`src/rtl/row_scan_controller.sv`:
```
// LED matrix row scanner: walks row_sel over N_ROWS rows, each row gets BLANK_CLKS blank then ON_CLKS driven.
// All outputs registered (one edge from ena to any output); no backpressure, ena=0 aborts to IDLE on the next edge.
module row_scan_controller #(
   parameter int N_ROWS     = 8,
   parameter int ON_CLKS    = 1000,
   parameter int BLANK_CLKS = 10
) (
   input  logic       clk,
   input  logic       rst_n,
   input  logic       ena,
   output logic [2:0] row_sel,
   output logic       row_ena,
   output logic       row_start,
   output logic       frame_done,
   output logic       busy
);

   localparam int MAX_CLKS = (ON_CLKS > BLANK_CLKS) ? ON_CLKS : BLANK_CLKS;
   localparam int CNT_W    = (MAX_CLKS > 1) ? $clog2(MAX_CLKS) : 1;

   localparam logic [CNT_W-1:0] BLANK_LOAD = CNT_W'(BLANK_CLKS - 1);
   localparam logic [CNT_W-1:0] ON_LOAD    = CNT_W'(ON_CLKS - 1);
   localparam logic [2:0]       LAST_ROW   = 3'(N_ROWS - 1);

   generate
      if (N_ROWS < 1 || N_ROWS > 8 || ON_CLKS < 1 || BLANK_CLKS < 1) begin : g_bad_params
         $error("row_scan_controller: illegal parameters N_ROWS=%0d ON_CLKS=%0d BLANK_CLKS=%0d",
                N_ROWS, ON_CLKS, BLANK_CLKS);
      end
   endgenerate

   typedef enum logic [1:0] {
      ST_IDLE  = 2'd0,
      ST_BLANK = 2'd1,
      ST_DRIVE = 2'd2
   } state_t;

   state_t           state_q, state_d;
   logic [CNT_W-1:0] cnt_q, cnt_d;
   logic [2:0]       row_sel_q, row_sel_d;
   logic             row_ena_q, row_ena_d;
   logic             row_start_q, row_start_d;
   logic             frame_done_q, frame_done_d;
   logic             busy_q, busy_d;

   always_ff @(posedge clk or negedge rst_n) begin
      if (!rst_n) begin
         state_q      <= ST_IDLE;
         cnt_q        <= '0;
         row_sel_q    <= '0;
         row_ena_q    <= 1'b0;
         row_start_q  <= 1'b0;
         frame_done_q <= 1'b0;
         busy_q       <= 1'b0;
      end else begin
         state_q      <= state_d;
         cnt_q        <= cnt_d;
         row_sel_q    <= row_sel_d;
         row_ena_q    <= row_ena_d;
         row_start_q  <= row_start_d;
         frame_done_q <= frame_done_d;
         busy_q       <= busy_d;
      end
   end

   always_comb begin
      state_d      = state_q;
      cnt_d        = cnt_q;
      row_sel_d    = row_sel_q;
      row_ena_d    = row_ena_q;
      row_start_d  = 1'b0;
      frame_done_d = 1'b0;

      case (state_q)
         ST_IDLE: begin
            cnt_d     = '0;
            row_sel_d = '0;
            row_ena_d = 1'b0;
            if (ena) begin
               state_d     = ST_BLANK;
               cnt_d       = BLANK_LOAD;
               row_start_d = 1'b1;
            end
         end
         ST_BLANK: begin
            row_ena_d = 1'b0;
            if (cnt_q == '0) begin
               state_d   = ST_DRIVE;
               row_ena_d = 1'b1;
               cnt_d     = ON_LOAD;
            end else begin
               cnt_d = cnt_q - CNT_W'(1);
            end
         end
         ST_DRIVE: begin
            row_ena_d = 1'b1;
            if (cnt_q == '0) begin
               // Select only moves on the edge that drops row_ena, so the decoder never glitches while lit.
               state_d     = ST_BLANK;
               row_ena_d   = 1'b0;
               row_start_d = 1'b1;
               cnt_d       = BLANK_LOAD;
               if (row_sel_q == LAST_ROW) begin
                  row_sel_d    = '0;
                  frame_done_d = 1'b1;
               end else begin
                  row_sel_d = row_sel_q + 3'd1;
               end
            end else begin
               cnt_d = cnt_q - CNT_W'(1);
            end
         end
         default: state_d = ST_IDLE;
      endcase

      // Stop request overrides everything, including a row boundary on the same edge.
      if (state_q != ST_IDLE && !ena) begin
         state_d      = ST_IDLE;
         cnt_d        = '0;
         row_sel_d    = '0;
         row_ena_d    = 1'b0;
         row_start_d  = 1'b0;
         frame_done_d = 1'b0;
      end

      busy_d = (state_d != ST_IDLE);
   end

   assign row_sel    = row_sel_q;
   assign row_ena    = row_ena_q;
   assign row_start  = row_start_q;
   assign frame_done = frame_done_q;
   assign busy       = busy_q;

endmodule

```
`config.mk`:
```
export PLATFORM = sky130hd
export DESIGN_NAME = row_scan_controller
export DESIGN_NICKNAME = d
export VERILOG_FILES = /design/src/rtl/row_scan_controller.sv
export SDC_FILE = /design/constraint.sdc
export NUM_CORES = 1
export LEC_CHECK = 0
export ABC_AREA = 1
export BUFFER_PORTS_ARGS = -buffer_cell sky130_fd_sc_hd__buf_2
export CAP_MARGIN = 40
export CORE_ASPECT_RATIO = 0.5
export CORE_MARGIN = 1.5
export CORE_UTILIZATION = 40
export DETAILED_ROUTE_END_ITERATION = 8
export SLEW_MARGIN = 10
export SYNTH_ARGS = -nofsm -noshare
export SYNTH_HDL_FRONTEND = slang
export SYNTH_SLANG_ARGS = --single-unit
```
`constraint.sdc`:
```
create_clock -name clk -period 1.9 [get_ports clk]
set_input_delay 0.285 -clock clk [delete_from_list [all_inputs] [get_ports clk]]
set_output_delay 0.285 -clock clk [all_outputs]
set_load 0.02 [all_outputs]
```
==> results_dict.tcl, run 1 <==
set metrics [dict create \
    finalCritPeriodShare_pct 87.0 \
    rsz0062_at_grt "false" \
    synth.largest_area_cell "dfrtp_1" \
    grt.total_usage_pct 15.6 \
    fp-row-count 13 \
    die_y_um 42.1 \
    hold_viol 0 \
    grt.met2_usage_pct 23.2 \
    dieArea_mm2 0.00342 \
    setup_ws_ns 0.247 \
    core_mm2 0.00275 \
    synth_edf_count 0 \
    tns_ns 0 \
    nNetsFinal 191 \
    clock_latency_ns 0.26 \
    via_per_inst 4.64 \
    fin_skew_ns 0.00733 \
    cts_tree "yes" \
    worstMarginPinSlew_ns 0.429 \
    regArea_um2 475 \
    cts_root_buf "clkbuf_8" \
    clkTransAtPathRegs_ns 0.08 \
    h-tree-depth 1 \
    port_buffers 9 \
    dpl_worst_slack_ns 0.238 \
    grt_pass1_wl_mm 4.10 \
    netlist_instances 166 \
    synth_seq_area_share_pct 38.9 \
    cp.required_ns 2.06 \
    drc_errors 0 \
    dr.first_iter.drc_count 25 \
    finalSetupViolations 0 \
    drive_above_1_share_pct 16.8 \
    hpwl_mm 1.72 \
    cts_buffers 3 \
    multi_input_area_um2 651 \
    worst_ep_arrival_time_ns 1.81 \
    synth_cell_type_count 23 \
    period_needed_ns 1.65 \
    antenna_found_initial 0 \
    place_congestion 0.799 \
    reg2regPathDepth 7 \
    syn_to_final_growth_pct 11.7 \
    synth_top_area_share_pct 38.9 \
    first_pass_iters 4 \
    hold_class "in -> reg" \
    crit_fanout 9 \
    clockBufferDepth 2 \
    grt_pass1_vias 896 \
    use_met1_pct 22.6 \
    grt_overflow 0 \
    fmax_ghz 0.605 \
    initial_core_util_pct 44.5 \
    cts_setup_buffers 0 \
    status "complete, no violations" \
    fp.dieW_um 81.2 \
    crit_type "reg -> reg" \
    io_pins 10 \
    grt_start_max_net_pins 20 \
    synth-async-reset-ratio_pct 100 \
    synth_common_cells "nand2_1, dfrtp_1, inv_1, nand3_1" \
    syn_area_mm2 0.00122 \
    synth_nets 177 \
    cap_violations 0 \
    slew_headroom_pct 71.4 \
    ys.flop_type "dfrtp_1" \
    avgSynthCellArea_um2 7.37 \
    postRouteAntennaNets 0 \
    synth_area_leaders "dfrtp_1, nand2_1, ha_1" \
    clkSinkCount 19 \
    end_kind "flop" \
    synth_most_common_cell "nand2_1" \
    diodes 0 \
    grtUsageMet3_pct 4.57 \
    fillers 263 \
    wire_per_inst_um 10.7 \
    drv_slew 0 \
    routed_wirelength_mm 2.32 \
    min_path_cells 3 \
    grt.busiest_layer "met2" \
    critPathLaunchType "flop" \
    vias 1003 \
    synth_warnings 0 \
    ys_seq_elements 19 \
]
## placed cells by master, fill, tap and decap left out
master / n
nand2_1: 67
inv_1: 19
dfrtp_1: 19
nand3_1: 14
buf_2: 9
o21ai_0: 8
ha_1: 8
nor2_1: 5
nor2_2: 3
nand2_2: 3
inv_2: 3
clkbuf_8: 3
nor2_4: 2
a21oi_1: 2
clkinvlp_4: 2
nand3_2: 2
o211ai_1: 2
nand2_4: 1
o21ai_2: 1
nor3_1: 1
a21oi_4: 1
nand4_1: 1
xor2_1: 1
xnor2_1: 1
dlygate4sd3_1: 1
## flip-flops by register name, summed over array words and instances, names as in the netlist
signal / flops
row_sel: 3
busy: 1
frame_done: 1
cnt_q: 10
state_q: 2
row_ena: 1
row_start: 1
## worst max-delay path: stages, from the launching register on
cell        delay, ns
dfrtp_1          0.42
inv_1            0.11
ha_1             0.37
nor2_1           0.07
nand2_1          0.19
clkinvlp_4       0.23
nand2_1          0.10
nand2_1          0.06
## stage by stage
stage | utilization (%) | hold WS (ns) | area (um^2) | std cells
floorplan | - | -0.0106 | 1220 | 166
global placement | 47.4 | 0.255 | 1300 | 211
detailed placement | 47.4 | 0.256 | 1300 | 211
CTS | 49.6 | 0.358 | 1360 | 216
global route | 49.7 | 0.373 | 1370 | 216
finish | 49.7 | 0.364 | 1370 | 216
## routing by layer
| metal | part of all wire [%] | vias to the layer above |
|---|---|---|
| met1 | 54 | 439 |
| met3 | 2.8 | 2 |
| met5 | 0 | - |
| met4 | 0.73 | 0 |
| met2 | 42 | 16 |
| li1 | - | 546 |
## cell type report
class                   instances  share of cell area [%]
multi-input cells             123                    47.6
well taps                      37                    3.39
clock buffers                   3                    3.02
inverters                      23                    6.59
clock inverters                 1                   0.549
repair buffers                 10                    4.03
flip-flops and latches         19                    34.8
## kinds of logic after synthesis
| logic type | after synthesis | synth area share (%) |
|---|---|---|
| AOI/OAI and AO/OA | 14 | 7.36 |
| xor gates and xnor gates | 2 | 1.43 |
| and+or+nand+nor | 99 | 36.2 |
| DFF | 19 | 38.9 |
| buffers and inverters | 24 | 7.98 |
| adders and majority gates | 8 | 8.18 |
## final timing paths
check	from	end	slack [ns]
max	state_q[0]	cnt_q[5]	0.25
min	ena	row_start	0.36
min in group asynchronous	rst_n	state_q[0]	0.49
max in group asynchronous	rst_n	cnt_q[6]	1.10
min reg2reg	row_ena	row_ena	0.48
max reg2reg	state_q[0]	cnt_q[5]	0.25
## what timing repair did
item / 4_1_cts / 5_1_grt
hold endpoints to repair: 19 / 0
endpoints found under the setup margin: 0 / 1
resized for setup: 0 / 1
hold buffers: 1 / 0
Power of run 1 is left out: the tool's default activity adds up to more than one toggle a clock period on the data nets, which glitch-free logic cannot reach.
==> run 2, diff against run 1 <==
ABC_AREA = default   (was 1)
CORE_ASPECT_RATIO = default   (was 0.5)
CORE_UTILIZATION = 58   (was 40)
PLACE_DENSITY = 0.78   (was default)
==> results_dict.tcl, run 2 <==
set metrics [dict create \
    cp.required_ns 2.09 \
    nNetsFinal 166 \
    diodes 0 \
    vias 1127 \
    largest_reg_flops 10 \
    clkSinkCount 19 \
    status "complete, no violations" \
    finalCritPeriodShare_pct 96.8 \
    worst_ep_arrival_time_ns 2.03 \
    dp_cells 172 \
    synth_warnings 0 \
    avgSynthCellArea_um2 9.34 \
    rsz0062_at_grt "true" \
    initial_core_util_pct 62.5 \
    grt.total_usage_pct 24.8 \
    ys.flop_type "dfrtp_1" \
    cp-startpoint "cnt_q[4]" \
    io_pins 10 \
    grt_start_max_net_pins 20 \
    dr.first_iter.drc_count 47 \
    fp-row-count 16 \
    netlist_instances 134 \
    r2r-end "cnt_q[8]" \
    die_y_um 49.4 \
    layout_commonest_cell "dfrtp_1" \
    fp.dieW_um 49.4 \
    routed_wirelength_mm 2.75 \
    grt_overflow 0 \
    cts_root_buf "clkbuf_4" \
    cp_slowest_stage_delay_ns 0.57 \
    core_mm2 0.00200 \
    synth_most_common_cell "dfrtp_1" \
    final_cell_mix "dfrtp_1, buf_4, nor2_1" \
    finalSetupViolations 0 \
    cp_slowest_cell "or4_4" \
    grt_pass1_wl_mm 4.67 \
    syn_area_mm2 0.00125 \
    grt_pass1_vias 1031 \
    synth_area_leaders "dfrtp_1, ha_1, a21oi_1" \
    hold_viol 0 \
    synth_seq_area_share_pct 38.0 \
    postRouteAntennaNets 0 \
    place_congestion 0.945 \
    setup_ws_ns 0.0604 \
    cap_violations 0 \
    end_kind "flop" \
    drv_slew 0 \
    fillers 160 \
    cts_tree "yes" \
    dieArea_mm2 0.00244 \
    period_needed_ns 1.84 \
    ys_seq_elements 19 \
    clock_latency_ns 0.30 \
    dpl_worst_slack_ns 0.0799 \
    clkTransAtPathRegs_ns 0.10 \
    utilization_pct 71.6 \
    synth_nets 145 \
    critical_path.cell_chain "or4_4 -> or4_1 -> a31oi_1 -> a21oi_2" \
    wire_per_inst_um 15.2 \
    synth_top_area_share_pct 38.0 \
    endpoint "cnt_q[8]" \
    antenna_found_initial 0 \
    syn_to_final_growth_pct 14.5 \
    synth-async-reset-ratio_pct 100 \
    final_cells 181 \
    worstMarginPinSlew_ns 0.436 \
    first_pass_iters 4 \
    crit_fanout 7 \
    regMostFlops "cnt_q" \
    reg2regPathDepth 4 \
    fin_skew_ns 0.00532 \
    hold_class "in -> reg" \
    regToRegSetupSlack_ns 0.06 \
    placed_area_mm2 0.00134 \
    crit_type "reg -> reg" \
    port_buffers 9 \
    cts_buffers 3 \
    post-route-cell-area_mm2 0.00143 \
    r2r_start "cnt_q[4]" \
    synth_edf_count 0 \
    synth_common_cells "dfrtp_1, a21oi_1, nor2_1, nand2_1, inv_1" \
    h-tree-depth 1 \
    fmax_ghz 0.544 \
    clockBufferDepth 2 \
    synth.largest_area_cell "dfrtp_1" \
    via_per_inst 6.23 \
    hpwl_mm 1.98 \
    synth_cell_type_count 38 \
    critPathLaunchType "flop" \
    slew_headroom_pct 70.8 \
    drc_errors 0 \
    drive_above_1_share_pct 24.7 \
]
==> run 2: changes by cell type in the layout (fill, tap and decap cells not counted), moves of 5 or more <==
cell | before | now
nand2_1 | 67 | 10
buf_4 | 0 | 13
nand3_1 | 14 | 1
inv_1 | 19 | 8
a21oi_1 | 2 | 9
nor2_1 | 5 | 11
nor3_1 | 1 | 6
o31ai_1 | 0 | 5
==> run 2: final cells by class <==
cell class / count / area, um^2 / area share (%)
tap: 27 / 33.8 / 2.36
inverter: 9 / 33.8 / 2.36
multi-input combinational: 98 / 699 / 48.8
timing repair buffer: 24 / 164 / 11.4
clock buffer: 4 / 26.3 / 1.83
sequential: 19 / 475 / 33.2
==> run 2: worst min-delay path by stage <==
stage	end	cells past startpoint	slack [ns]	start
3_3_place_gp	cnt_q[3]	1	0.24	rst_n
5_1_grt	row_start	3	0.33	ena
4_1_cts	row_start	3	0.31	ena
6_report	row_start	3	0.33	ena
3_5_place_dp	cnt_q[3]	1	0.25	rst_n
2_1_floorplan	busy	0	-0.01	rst_n
==> run 2: stage by stage <==
step | TNS, ns | hold slack, ns
after detailed placement | 0 | 0.246
after global routing | -0.0460 | 0.327
final | 0 | 0.328
after CTS | 0 | 0.305
after floorplan | 0 | -0.0106
after global placement | 0 | 0.240
==> run 2: kinds of logic after synthesis <==
logic type                 synth area share, %
adders and majority gates                 8.00
muxes                                     1.60
and+or+nand+nor                           20.1
AOI/OAI and AO/OA                         24.5
DFF                                       38.0
buffers and inverters                     7.80
==> run 2: layer usage <==
metal  part of all wire, %  track usage (%)  vias up
met5                     0                0        -
met4                  0.40             6.94        0
met3                   6.2             6.44        2
met2                    50             40.3       47
met1                    44             32.8      537
li1                      -                -      541
==> run 2: worst max-delay path: cells and delay by family, from the launching register on <==
kind	cells	cell delay (ns)
AO/OA/AOI/OAI	2	0.29
flip-flops	1	0.45
AND/OR/NAND/NOR	2	0.99
==> run 2: timing repair <==
item | in CTS | in global routing
endpoints found under the setup margin | 0 | 12
hold buffers | 1 | 0
resized for setup | 0 | 6
endpoints found under the hold margin | 19 | 0
setup buffers | 0 | 4
Power of run 2 is left out for the same reason.
